$ cat config.mk
export PLATFORM = sky130hd
export DESIGN_NAME = alpha_fetch_ctrl
export DESIGN_NICKNAME = d
export VERILOG_FILES = /design/src/rtl/alpha_pkg.sv /design/src/rtl/alpha_addr_gen.sv /design/src/rtl/alpha_fetch_ctrl.sv
export SDC_FILE = /design/constraint.sdc
export NUM_CORES = 1
export LEC_CHECK = 0
export CAP_MARGIN = 20
export CORE_ASPECT_RATIO = 1.4
export CORE_MARGIN = 4
export CORE_UTILIZATION = 60
export CTS_BUF_LIST = sky130_fd_sc_hd__clkbuf_16
export CTS_CLUSTER_SIZE = 14
export DETAILED_ROUTE_END_ITERATION = 10
export DONT_BUFFER_PORTS = 1
export GPL_TIMING_DRIVEN = 0
export PLACE_DENSITY = 0.83
export RECOVER_POWER = 100
export SLEW_MARGIN = 20
export SYNTH_ARGS = -nofsm -noshare
export SYNTH_HDL_FRONTEND = slang
export SYNTH_SLANG_ARGS = --single-unit
$ cat constraint.sdc
create_clock -name clk -period 7.4 [get_ports clk]
set_input_delay 0.74 -clock clk [delete_from_list [all_inputs] [get_ports clk]]
set_output_delay 0.74 -clock clk [all_outputs]
set_load 0.05 [all_outputs]
$ cat src/rtl/alpha_pkg.sv
// Shared types and defaults for the alpha blend fetch controller.
// Latency: n/a (declarations only).
// Backpressure: n/a.
package alpha_pkg;

    localparam int ADDR_W_DEF = 16;
    localparam int PIX_W_DEF  = 8;
    localparam int ALPHA_W    = 4;

    // Job sequencing states, one pixel at a time.
    typedef enum logic [2:0] {
        IDLE   = 3'd0,
        RD_SRC = 3'd1,
        RD_DST = 3'd2,
        BLEND  = 3'd3,
        WR_DST = 3'd4,
        FINISH = 3'd5
    } state_t;

endpackage

$ cat src/rtl/alpha_addr_gen.sv
// Pixel index counter with source/destination address adders and last-pixel flag.
// Latency: addresses are combinational from the registered bases and index.
// Backpressure: the index only advances when inc_i is asserted by the controller.
module alpha_addr_gen
    import alpha_pkg::*;
#(
    parameter int ADDR_W = ADDR_W_DEF
) (
    input  logic              clk_i,
    input  logic              n_rst_i,
    input  logic              load_i,
    input  logic [ADDR_W-1:0] src_base_i,
    input  logic [ADDR_W-1:0] dst_base_i,
    input  logic [ADDR_W-1:0] count_i,
    input  logic              inc_i,
    output logic [ADDR_W-1:0] dst_addr_o,
    output logic [ADDR_W-1:0] src_next_o,
    output logic              last_o
);

    logic [ADDR_W-1:0] src_base_q;
    logic [ADDR_W-1:0] dst_base_q;
    logic [ADDR_W-1:0] count_q;
    logic [ADDR_W-1:0] idx_q;
    logic [ADDR_W-1:0] idx_nxt;

    // Latch the job geometry on load, step the index on each completed write.
    always_ff @(posedge clk_i or negedge n_rst_i) begin
        if (!n_rst_i) begin
            src_base_q <= '0;
            dst_base_q <= '0;
            count_q    <= '0;
            idx_q      <= '0;
        end else if (load_i) begin
            src_base_q <= src_base_i;
            dst_base_q <= dst_base_i;
            count_q    <= count_i;
            idx_q      <= '0;
        end else if (inc_i) begin
            idx_q      <= idx_nxt;
        end
    end

    // Index never exceeds count-1 while a job runs, so idx+1 cannot wrap.
    assign idx_nxt    = idx_q + ADDR_W'(1);

    // Adders truncate to ADDR_W bits, so buffers wrap silently at the top of memory.
    assign dst_addr_o = dst_base_q + idx_q;
    assign src_next_o = src_base_q + idx_nxt;
    assign last_o     = (idx_nxt == count_q);

endmodule

$ cat src/rtl/alpha_fetch_ctrl.sv
// Fetches src/dst pixel pairs, hands them to an external blender and writes the result back.
// Latency: busy one cycle after start; per pixel 2 reads + blend + 1 write, each gated by its handshake.
// Backpressure: every memory request holds address/data until mem_ready; blend waits for alpha_done.
module alpha_fetch_ctrl
    import alpha_pkg::*;
#(
    parameter int ADDR_W = ADDR_W_DEF,
    parameter int PIX_W  = PIX_W_DEF
) (
    input  logic               clk,
    input  logic               n_rst,
    input  logic               start,
    input  logic               abort,
    input  logic [ADDR_W-1:0]  src_base,
    input  logic [ADDR_W-1:0]  dst_base,
    input  logic [ADDR_W-1:0]  pixel_count,
    input  logic [ALPHA_W-1:0] alpha_in,
    output logic [ADDR_W-1:0]  mem_addr,
    output logic               mem_ren,
    output logic               mem_wen,
    output logic [PIX_W-1:0]   mem_wdata,
    input  logic [PIX_W-1:0]   mem_rdata,
    input  logic               mem_ready,
    output logic               alpha_en,
    output logic               read_done,
    output logic [PIX_W-1:0]   color1,
    output logic [PIX_W-1:0]   color2,
    output logic [ALPHA_W-1:0] alpha_value,
    input  logic [PIX_W-1:0]   alpha_result,
    input  logic               alpha_done,
    output logic               busy,
    output logic               done
);

    state_t             state_q;
    logic [ADDR_W-1:0]  mem_addr_q;
    logic               mem_ren_q;
    logic               mem_wen_q;
    logic [PIX_W-1:0]   mem_wdata_q;
    logic               alpha_en_q;
    logic               read_done_q;
    logic [PIX_W-1:0]   color1_q;
    logic [PIX_W-1:0]   color2_q;
    logic [ALPHA_W-1:0] alpha_value_q;
    logic               busy_q;
    logic               done_q;

    logic               abort_act;
    logic               job_load;
    logic               idx_inc;
    logic [ADDR_W-1:0]  dst_addr;
    logic [ADDR_W-1:0]  src_next;
    logic               last_pix;

    // Abort only matters once a job is running; it outranks every handshake.
    assign abort_act = abort && (state_q != IDLE);
    assign job_load  = (state_q == IDLE) && start && (pixel_count != '0);
    assign idx_inc   = (state_q == WR_DST) && mem_ready && !abort_act;

    alpha_addr_gen #(
        .ADDR_W (ADDR_W)
    ) u_addr_gen (
        .clk_i      (clk),
        .n_rst_i    (n_rst),
        .load_i     (job_load),
        .src_base_i (src_base),
        .dst_base_i (dst_base),
        .count_i    (pixel_count),
        .inc_i      (idx_inc),
        .dst_addr_o (dst_addr),
        .src_next_o (src_next),
        .last_o     (last_pix)
    );

    // Job sequencer with all blender/memory-facing outputs registered.
    always_ff @(posedge clk or negedge n_rst) begin
        if (!n_rst) begin
            state_q       <= IDLE;
            mem_addr_q    <= '0;
            mem_ren_q     <= 1'b0;
            mem_wen_q     <= 1'b0;
            mem_wdata_q   <= '0;
            alpha_en_q    <= 1'b0;
            read_done_q   <= 1'b0;
            color1_q      <= '0;
            color2_q      <= '0;
            alpha_value_q <= '0;
            busy_q        <= 1'b0;
            done_q        <= 1'b0;
        end else begin
            done_q      <= 1'b0;
            read_done_q <= 1'b0;
            if (abort_act) begin
                state_q    <= IDLE;
                mem_ren_q  <= 1'b0;
                mem_wen_q  <= 1'b0;
                alpha_en_q <= 1'b0;
                busy_q     <= 1'b0;
            end else begin
                case (state_q)
                    IDLE: begin
                        if (start) begin
                            alpha_value_q <= alpha_in;
                            if (pixel_count == '0) begin
                                // Empty job: skip memory entirely, just report completion.
                                state_q <= FINISH;
                                done_q  <= 1'b1;
                            end else begin
                                state_q    <= RD_SRC;
                                busy_q     <= 1'b1;
                                mem_ren_q  <= 1'b1;
                                mem_addr_q <= src_base;
                            end
                        end
                    end
                    RD_SRC: begin
                        if (mem_ready) begin
                            color1_q   <= mem_rdata;
                            mem_addr_q <= dst_addr;
                            state_q    <= RD_DST;
                        end
                    end
                    RD_DST: begin
                        if (mem_ready) begin
                            color2_q    <= mem_rdata;
                            mem_ren_q   <= 1'b0;
                            alpha_en_q  <= 1'b1;
                            read_done_q <= 1'b1;
                            state_q     <= BLEND;
                        end
                    end
                    BLEND: begin
                        // mem_addr still holds dst[i] from the read, reused for the write.
                        if (alpha_done) begin
                            mem_wdata_q <= alpha_result;
                            alpha_en_q  <= 1'b0;
                            mem_wen_q   <= 1'b1;
                            state_q     <= WR_DST;
                        end
                    end
                    WR_DST: begin
                        if (mem_ready) begin
                            mem_wen_q <= 1'b0;
                            if (last_pix) begin
                                state_q <= FINISH;
                                done_q  <= 1'b1;
                                busy_q  <= 1'b0;
                            end else begin
                                state_q    <= RD_SRC;
                                mem_ren_q  <= 1'b1;
                                mem_addr_q <= src_next;
                            end
                        end
                    end
                    FINISH: begin
                        state_q <= IDLE;
                    end
                    default: begin
                        state_q <= IDLE;
                    end
                endcase
            end
        end
    end

    assign mem_addr    = mem_addr_q;
    assign mem_ren     = mem_ren_q;
    assign mem_wen     = mem_wen_q;
    assign mem_wdata   = mem_wdata_q;
    assign alpha_en    = alpha_en_q;
    assign read_done   = read_done_q;
    assign color1      = color1_q;
    assign color2      = color2_q;
    assign alpha_value = alpha_value_q;
    assign busy        = busy_q;
    assign done        = done_q;

    // Single-port memory: never read and write in the same cycle.
    a_no_rw_overlap: assert property (@(posedge clk) disable iff (!n_rst)
        !(mem_ren && mem_wen));

    // A pending read keeps its address until it is accepted (or aborted).
    a_rd_hold: assert property (@(posedge clk) disable iff (!n_rst)
        (mem_ren && !mem_ready && !abort) |=> (mem_ren && $stable(mem_addr)));

    // A pending write keeps address and data until it is accepted (or aborted).
    a_wr_hold: assert property (@(posedge clk) disable iff (!n_rst)
        (mem_wen && !mem_ready && !abort) |=> (mem_wen && $stable(mem_addr) && $stable(mem_wdata)));

endmodule

# == Yosys cells after proc, flatten, opt, wreduce, memory -nomap -nowiden ==
# Index checks and enable logic that the tools add are counted.
# totals
reg_bits,117
out_inout_bits,50
wordCells,108
# op_classes
n_addsub,3
n_eq_ne,18
mux,44
bitwise,1
reduce_logical,26
# op_table
op,count
$mux 16,7
$pmux 16 s3,1
$add 16x16->16,2
$mux 3,8
$ne 3x3->1 const B,8
$mux 1,22
$reduce_and 3->1,6
$add 16x1->16 const B,1
$eq 16x16->1,1
$logic_not 16->1,1
$reduce_bool 16->1,1
$pmux 3 s5,1
$reduce_bool 3->1,5
$ne 2x2->1 const B,5
$reduce_and 5->1,2
$pmux 1 s2,4
$reduce_and 7->1,1
$eq 3x2->1 const B,2
$reduce_and 6->1,1
$logic_and 1x1->1,5
$reduce_bool 4->1,1
$eq 3x1->1 const B,1
$eq 3x3->1 const B,1
$logic_not 3->1,1
other kinds (4),4

# == Longest topological paths before layout ==
# Gate-level depths: netlist of the first run.
# logic_depth
word_depth,6
mapped_depth,15
depth_no_buf,13

# == Modules after synthesis ==
# A second synthesis of the first run with hierarchy kept.
# unflattened
cells_unflattened,701
area_unflattened_um2,7304.5
# modules_own_cells
mod,n_inst,cells_per_inst,area_per_inst_um2
alpha_addr_gen,1,481,4699.5
alpha_fetch_ctrl,1,220,2605.0

# == Least setup slack after synthesis of the first run ==
# OpenSTA, ideal clock, no wires.
# synth_path
kind,register to register
startpoint,register u_addr_gen.idx_q[1]
endpoint,register mem_addr_q[15] (netlist: mem_addr[15])
setup_time_ns,0.125
t_arrival_ns,3.242
slack_ns,4.033
path_stages_with_launch,14
period_less_slack_ns,3.367
cell_sequence,dfrtp_1 > ha_1 > inv_1 > nor4_2 > xor2_1 > ha_1 > nand4_1 > a21oi_1 > a211oi_1 > o41ai_1 > xnor2_1 > nor2_1 > a221o_1 > mux2_2
# synth_via
elab_chain_len,5
elab_cells_between_ends,10
cone_classes,add/sub (3); eq/ne (2); mux (4); reduce/logical (1)
# synth_rtl
element,line,source
"start, declared",alpha_addr_gen.sv:24,logic [ADDR_W-1:0] idx_q;
"start signal, assigned",alpha_addr_gen.sv:40,idx_q <= idx_nxt;
$add 16x1->16,alpha_addr_gen.sv:45,assign idx_nxt = idx_q + ADDR_W'(1);
$add 16x16->16,alpha_addr_gen.sv:49,assign src_next_o = src_base_q + idx_nxt;
$mux 16,alpha_fetch_ctrl.sv:144,if (last_pix) begin
$mux 16,alpha_fetch_ctrl.sv:142,if (mem_ready) begin
$pmux 16 s3,alpha_fetch_ctrl.sv:100,case (state_q)
"end signal, assigned",alpha_fetch_ctrl.sv:112,mem_addr_q <= src_base;
"end signal, assigned",alpha_fetch_ctrl.sv:119,mem_addr_q <= dst_addr;
"end signal, assigned",alpha_fetch_ctrl.sv:151,mem_addr_q <= src_next;
"end, declared",alpha_fetch_ctrl.sv:36,logic [ADDR_W-1:0] mem_addr_q;
# Several ways; a longest one is shown, not always the timed one. The select of a mux whose other input is x is not followed.
# A chain may end at the register's enable or synchronous reset.

# == Worst setup path after layout of the first run ==
# layout_path
startpoint,register u_addr_gen.idx_q[1]
endpoint,register mem_addr_q[14] (netlist: mem_addr[14])
# The elaborated chain is that of the path after synthesis.

==> impl_results.md, run 1 <==
- Number of nets produced by synthesis: 944
- DIE WIDTH: 102.1 µm
- Fraction of layout cells with a size suffix above 1: 0.09101
- Number of stages on the worst setup path: 10
- Endpoint of the most critical setup path: mem_addr[14]$_DFFE_PN0P_
- End of the worst register-to-register path: mem_addr[14]$_DFFE_PN0P_
- Setup-violating endpoint count in the final report: 0
- Cell-by-cell listing of the critical path: ha_1 > inv_1 > nor4_1 > nor2_2 > a2111oi_0 > o2111ai_2 > nor4_1 > nor3_1 > clkbuf_1 > mux2_1
- Most instantiated library cell after synthesis: sky130_fd_sc_hd__nand2_1
- Fmax: 0.2004 GHz
- Crit-path max cell delay: 0.99 ns
- DIE AREA: 0.01426 mm²
- Post-CTS setup buffer count: 0
- Ranking of synthesized cells by instance count: sky130_fd_sc_hd__nand2_1, sky130_fd_sc_hd__dfrtp_1, sky130_fd_sc_hd__o21ai_0
- Proportion of netlist area held by the largest area contributor: 0.3939
- Critical Path Start Type: flip-flop
- Number of cell instances on the worst register-to-register path: 10
- Signal arrival time at the worst endpoint: 5.28 ns
- Largest net degree at the start of global routing: 118
- Filler Cells Inserted: 979
- Final max-slew violation count: 0
- Sequential share of the synthesized area: 0.3939
- Worst-case headroom to the max-slew limit: 0.1696
- Clk_lat worst skew: 0.41 ns
- Hpwl dp: 14550 µm
- Total Routing Usage GR: 0.2796
- Clock buffer count from CTS: 17
- Worst Hold Slack: 0.02066 ns
- Final Skew: 0.008529 ns
- Number of antenna-violating nets in the routed design: 0
- Synth area leader: sky130_fd_sc_hd__dfrtp_1
- Syn Inst Count: 836
- Area of the core region: 0.01200 mm²
- Count of yosys warnings during synthesis: 0
- Crit-path most repeated cell: sky130_fd_sc_hd__nor4_1
- Total number of vias: 6370
- Leakage Power: 3.718 nW
- Post-layout net count: 963
- Critical path's slowest cell: sky130_fd_sc_hd__nor4_1
- CTS tree: built
- Root cell of the clock tree: sky130_fd_sc_hd__clkbuf_16
- Number of top-level pins: 124
- Area added between synthesis and finish: 9.005%
- Launching element of the worst setup path: u_addr_gen.idx_q[1]$_DFFE_PN0P_
- Number of buffers inserted for hold repair after clock tree synthesis: 0
- Number of unique standard cell types used by synthesis: 73
- Clk buf depth: 2
- Avg Vias per Cell: 6.276
- Final clock period utilization by the worst path: 0.6743
- Wire length of the first global-routing pass: 31430 µm
- Transition time at the pin with the least slew margin: 1.236 ns
- MaxCap Viol Count: 0
- Top flip-flop cell by instance count after synthesis: sky130_fd_sc_hd__dfrtp_1
- Power per cell area: 406.7 mW/mm²
- Start of the worst register-to-register path: u_addr_gen.idx_q[1]$_DFFE_PN0P_
- H-tree lvl count: 4
- Outcome: finished, final reports clean
- DR pass1 iterations: 5
- Largest fanout of any net on the critical path: 10
- Wire length reported by the detailed router: 19780 µm
- Register clock-pin slew on the reported worst setup and hold paths: 0.06 ns
- Family with the most delay on the worst path: simple AND/OR/NAND/NOR gates
- Number of flip-flops and latches in the synthesized netlist: 117
- Min Clock Period, post-route: 4.990 ns
- GPL Wtd Cong: 0.9509
- Critical Setup Path Class: flip-flop to flip-flop
- EDFF count, synth: 0
- Syn Area/Cell: 8.892 µm²
- Min-Delay Path Class: input pin to asynchronous set/reset pin
- Setup total negative slack: 0 ns
- IR drop worst, VDD: 0.3112 mV
- Required time of the worst setup path: 7.69 ns
- Initial antenna violation count: 0
- Port Buf Inserts: 0
- Worst path bufs/invs: 2
- Clock sinks: 117
- Iteration-0 DRC Markers: 358
- Unrepaired setup endpoints after global routing: no
- Routed WL per cell: 19.48 µm
- Final Hold Violating Endpoints: 0
- R2R setup slack: 2.41 ns
- Endpoint type of the worst setup path: flip-flop
- Via count of the first global-routing pass: 6454
- Area of the mapped netlist: 0.007433 mm²
- Initial cell density of the core: 0.6196
- Row count: 47
- Remaining Overflow, GRT: 0
- Resize count post-CTS: 0
- Residual DRC count: 0
- Async S/R FF share, synth: 1.000
- Antenna Cells: 0
- Top post-synthesis cells by area: sky130_fd_sc_hd__dfrtp_1, sky130_fd_sc_hd__nand2_1, sky130_fd_sc_hd__ha_1
- Die extent in y: 139.7 µm
[cell families (layout without fill, tap and decap cells)]
group                      after synthesis  in the layout  share of synthesized area
and+or+nand+nor                        354            354                     0.2187
adders and majority gates               34             34                    0.05925
muxes                                   42             42                    0.06716
buffers and inverters                   62             94                    0.03737
xor gates and xnor gates                59             59                    0.07137
AOI/OAI and AO/OA                      168            168                     0.1523
DFF                                    117            117                     0.3939
[placed cells by master (no fill, tap or decap), types with 16 or more instances in the layout]
master,count
sky130_fd_sc_hd__a211oi_1,16
sky130_fd_sc_hd__a21oi_1,40
sky130_fd_sc_hd__clkbuf_1,34
sky130_fd_sc_hd__clkbuf_16,17
sky130_fd_sc_hd__dfrtp_1,117
sky130_fd_sc_hd__ha_1,32
sky130_fd_sc_hd__inv_1,17
sky130_fd_sc_hd__mux2_2,27
sky130_fd_sc_hd__nand2_1,207
sky130_fd_sc_hd__nand3_1,16
sky130_fd_sc_hd__nand4_1,16
sky130_fd_sc_hd__nor2_1,43
sky130_fd_sc_hd__o21ai_0,44
sky130_fd_sc_hd__xnor2_1,37
sky130_fd_sc_hd__xor2_1,21
[routing by layer]
metal / up-vias / GRT usage / share of wire / wire [µm]
met1: 3013 / 0.3234 / 0.38 / 7477
met2: 298 / 0.4683 / 0.50 / 9795
met4: 0 / 0.1320 / 0.043 / 859
li1: 2989 / - / - / -
met3: 70 / 0.08112 / 0.083 / 1643
met5: - / 0 / 0 / 0
[layout make-up]
type                            count  area, µm²  area share
Buffer                             44      197.7     0.02440
Sequential cell                   117       2928      0.3613
Clock inverter                     15      163.9     0.02023
Inverter                           18      67.56    0.008338
Tap cell                          147      183.9     0.02270
Clock buffer                       17      425.4     0.05250
Multi-Input combinational cell    657       4136      0.5105
[state kept, by name, summed over array words and instances, names as in the netlist, 3 cells and up]
signal                 cells
u_addr_gen.src_base_q     16
state_q                    3
mem_wdata                  8
u_addr_gen.count_q        16
u_addr_gen.idx_q          16
u_addr_gen.dst_base_q     16
color2                     8
alpha_value                4
color1                     8
mem_addr                  16
[per-stage QoR]
stage	worst slack, ns	cell area (µm²)	util	cells	power, mW
floorplan	4.033	7433	-	836	2.269
global route	2.190	8103	0.6754	1015	3.474
detailed placement	3.220	7617	0.6350	983	2.513
finish	2.410	8103	0.6754	1015	3.296
CTS	3.198	8207	0.6841	1015	3.348
global placement	3.239	7617	0.6350	983	2.475
[how the worst min path moves through the flow]
| stage | to | slack (ns) | cells past startpoint |
|---|---|---|---|
| after floorplan | alpha_en$_DFFE_PN0P_ | 0.44 | 0 |
| after global placement | mem_addr[4]$_DFFE_PN0P_ | 0.45 | 0 |
| after detailed placement | mem_addr[0]$_DFFE_PN0P_ | 0.45 | 0 |
| after CTS | mem_addr[1]$_DFFE_PN0P_ | 0.02 | 0 |
| after global routing | mem_addr[1]$_DFFE_PN0P_ | 0.01 | 0 |
| final | mem_addr[1]$_DFFE_PN0P_ | 0.02 | 0 |
[power by group]
group          total, mW  switching [mW]  internal [mW]
combinational      0.952           0.542          0.410
sequential          1.52           0.630          0.893
clock              0.821           0.297          0.524
total               3.30            1.47           1.83
Power figures use the tool's default switching activity.
==> run 2, diff against run 1 <==
--- a/config.mk
+++ b/config.mk
@@ -8,7 +8,7 @@
 export CAP_MARGIN = 20
 export CORE_ASPECT_RATIO = 1.4
 export CORE_MARGIN = 4
-export CORE_UTILIZATION = 60
+export CORE_UTILIZATION = 58
 export CTS_BUF_LIST = sky130_fd_sc_hd__clkbuf_16
 export CTS_CLUSTER_SIZE = 14
 export DETAILED_ROUTE_END_ITERATION = 10
==> constraint.sdc (replaced) <==
create_clock -name clk -period 4.2 [get_ports clk]
set_input_delay 0.42 -clock clk [delete_from_list [all_inputs] [get_ports clk]]
set_output_delay 0.42 -clock clk [all_outputs]
set_load 0.05 [all_outputs]
==> impl_results.md, run 2 (synthesis results as in run 1) <==
- Outcome: finished, violations left
- Failing checks: capacitance limit, slew limit
- Via count of the first global-routing pass: 6591 (+2.1%)
- Row count: 48 (+2.1%)
- IR drop worst, VDD: 0.4575 mV (+47%)
- Number of antenna-violating nets in the routed design: 0 (unchanged)
- Critical Setup Path Class: flip-flop to flip-flop
- Post-detailed-placement cell area: 0.007621 mm² (about the same)
- Power per cell area: 729.3 mW/mm² (+79%)
- Setup-violating endpoint count in the final report: 0 (unchanged)
- Register clock-pin slew on the reported worst setup and hold paths: 0.06 ns (about the same)
- Internal power summed over all cells: 3.326 mW (+82%)
- Worst-case headroom to the max-slew limit: -0.8559 (-1.026)
- Power spent charging and discharging nets: 2.689 mW (+83%)
- MaxCap Viol Count: 1 (+1)
- Leading cell types in the layout, fill and taps excluded: sky130_fd_sc_hd__nand2_1, sky130_fd_sc_hd__dfrtp_1, sky130_fd_sc_hd__o21ai_0, sky130_fd_sc_hd__nor2_1, sky130_fd_sc_hd__a21oi_1
- Clk_lat worst skew: 0.42 ns (about the same)
- Final Skew: 0.008393 ns (-0.0001356 ns)
- Transition time at the pin with the least slew margin: 2.784 ns (+1.548 ns)
- Endpoint type of the worst setup path: flip-flop
- Largest net degree at the start of global routing: 118 (unchanged)
- CTS tree: built
- Total number of vias: 6354 (-0.25%)
- Most frequent standard cell in the layout excluding fill and tap cells: sky130_fd_sc_hd__nand2_1
- DIE AREA: 0.01472 mm² (+3.2%)
- Fraction of layout cells with a size suffix above 1: 0.1011 (+0.01014)
- Number of top-level pins: 124 (unchanged)
- Filler Cells Inserted: 981 (+0.20%)
- Share of total power consumed by net switching: 0.4471 (+0.001150)
- DR WL met2: 9888 µm (+0.95%)
- Routed WL per cell: 19.39 µm (-0.48%)
- Final max-slew violation count: 118 (+118)
- Clock buffer count from CTS: 17 (unchanged)
- Fraction of power consumed by sequential logic: 0.449 (-0.013)
- Amount of wire on met3 after detailed routing: 1478 µm (-10%)
- Multi-input gate area in the final layout: 0.004203 mm² (+1.6%)
- Total Routing Usage GR: 0.2722 (-0.007423)
- Hpwl dp: 14550 µm (about the same)
- Area of the core region: 0.01243 mm² (+3.6%)
- GPL Wtd Cong: 0.9803 (+3.1%)
- Remaining Overflow, GRT: 0 (unchanged)
- Leakage Power: 3.808 nW (+2.4%)
- Required time of the worst setup path: 4.50 ns (-3.19 ns)
- Min-Delay Path Class: input pin to flip-flop
- Initial cell density of the core: 0.5979 (-0.02170)
- Area added between synthesis and finish: 10.96%
- Root cell of the clock tree: sky130_fd_sc_hd__clkbuf_16
- Wire length reported by the detailed router: 19780 µm (about the same)
- Top Metal Used: met4
- Design area: 0.008248 mm² (+1.8%)
- Port Buf Inserts: 0 (unchanged)
- Comb power frac: 0.288 (about the same)
- Final Hold Violating Endpoints: 0 (unchanged)
- H-tree lvl count: 4 (unchanged)
- Clock share of power: 0.263 (+0.014)
- Fmax: 0.2503 GHz (+25%)
- DIE WIDTH: 103.7 µm (+1.6%)
- Die extent in y: 142.0 µm (+1.6%)
- Clk buf depth: 2 (unchanged)
- Post-CTS setup buffer count: 0 (unchanged)
- DR pass1 iterations: 5 (unchanged)
- Iteration-0 DRC Markers: 363 (+1.4%)
- Min Clock Period, post-route: 3.996 ns (-0.9938 ns)
- Worst Hold Slack: 0.09961 ns (+0.07895 ns)
- Setup total negative slack: 0 ns (unchanged)
- Final clock period utilization by the worst path: 0.9514 (+0.2771)
- Signal arrival time at the worst endpoint: 4.30 ns (-0.98 ns)
- Initial antenna violation count: 0 (unchanged)
- Seq. cell area: 0.002928 mm² (unchanged)
- Routed length on met1: 7433 µm (-0.59%)
- Antenna Cells: 0 (unchanged)
- Critical Path Start Type: flip-flop
- Wire length of the first global-routing pass: 31730 µm (+0.97%)
- Largest fanout of any net on the critical path: 10 (unchanged)
- Unrepaired setup endpoints after global routing: no
- Residual DRC count: 0 (unchanged)
- Post-layout utilization of the core: 0.6634 (-0.01198)
- Clock sinks: 117 (unchanged)
- Post-layout net count: 965 (+0.21%)
- Avg Vias per Cell: 6.229 (-0.74%)
run 2: cell count changes in the layout (fill, tap and decap cells not counted), sizes merged:
cell and delta:
inv +6, clkinvlp -5, clkinv -2, bufinv +1
clkbuf +1, dlygate4sd3 +1
run 2: routing by layer:
| metal | vias up | track usage |
|---|---|---|
| met5 | - | 0 |
| met3 | 80 | 0.07308 |
| li1 | 2989 | - |
| met2 | 271 | 0.4831 |
| met4 | 0 | 0.1646 |
| met1 | 3014 | 0.2913 |
run 2: stage by stage:
stage | setup slack [ns] | cells | power (mW)
2_1_floorplan | 0.8333 | 836 | 3.998
3_3_place_gp | 0.03456 | 986 | 4.362
3_5_place_dp | 0.002601 | 986 | 4.430
4_1_cts | 0.1696 | 1020 | 6.063
5_1_grt | 0.01437 | 1020 | 6.351
6_report | 0.2041 | 1020 | 6.015
run 2: final timing paths:
kind / slack [ns] / endpoint / start / depth (start not counted)
max: 0.20 / mem_addr[13]$_DFFE_PN0P_ / u_addr_gen.idx_q[1]$_DFFE_PN0P_ / 12
min in group asynchronous: 1.42 / color1[5]$_DFFE_PN0P_ / n_rst / 2
min: 0.1 / color2[0]$_DFFE_PN0P_ / mem_rdata[0] / 2
min reg2reg: 0.48 / u_addr_gen.dst_base_q[0]$_DFFE_PN0P_ / u_addr_gen.dst_base_q[0]$_DFFE_PN0P_ / 2
max reg2reg: 0.20 / mem_addr[13]$_DFFE_PN0P_ / u_addr_gen.idx_q[1]$_DFFE_PN0P_ / 12
max in group asynchronous: 1.14 / u_addr_gen.src_base_q[14]$_DFFE_PN0P_ / n_rst / 2
run 2: power groups by stage:
stage               registers [mW]  logic [mW]  clock network, mW
global route                  2.76        1.94               1.65
finish                        2.70        1.73               1.58
global placement              2.70        1.66                  0
CTS                           2.70        1.77               1.59
detailed placement            2.71        1.72                  0
floorplan                     2.60        1.40                  0
run 2: what timing repair did:
item / 4_1_cts / 5_1_grt
hold buffers: 2 / 0
setup endpoints to repair: 1 / 1
endpoints found under the hold margin: 117 / 0
gates resized for setup: 1 / 1
cloned: 0 / 0
run 2: critical path, cell delays in order (launching register included):
cell                        delay, ns
sky130_fd_sc_hd__dfrtp_1         0.55
sky130_fd_sc_hd__ha_1            0.36
sky130_fd_sc_hd__nand4_1         0.28
sky130_fd_sc_hd__xnor2_1         0.29
sky130_fd_sc_hd__ha_1            0.32
sky130_fd_sc_hd__a2111oi_0       0.37
sky130_fd_sc_hd__o21ai_0         0.30
sky130_fd_sc_hd__a211oi_1        0.44
sky130_fd_sc_hd__nor3_1          0.14
sky130_fd_sc_hd__xnor2_1         0.20
sky130_fd_sc_hd__nor2_1          0.06
sky130_fd_sc_hd__a221o_1         0.27
sky130_fd_sc_hd__mux2_1          0.30
run 2: layout make-up:
cell class	count	share of cell area
clock buffers	17	0.05158
repair buffers	2	0.001820
well taps	150	0.02275
multi-input cells	657	0.5096
clock inverters	15	0.02624
plain buffers	44	0.02488
flip-flops and latches	117	0.3550
inverters	18	0.008192
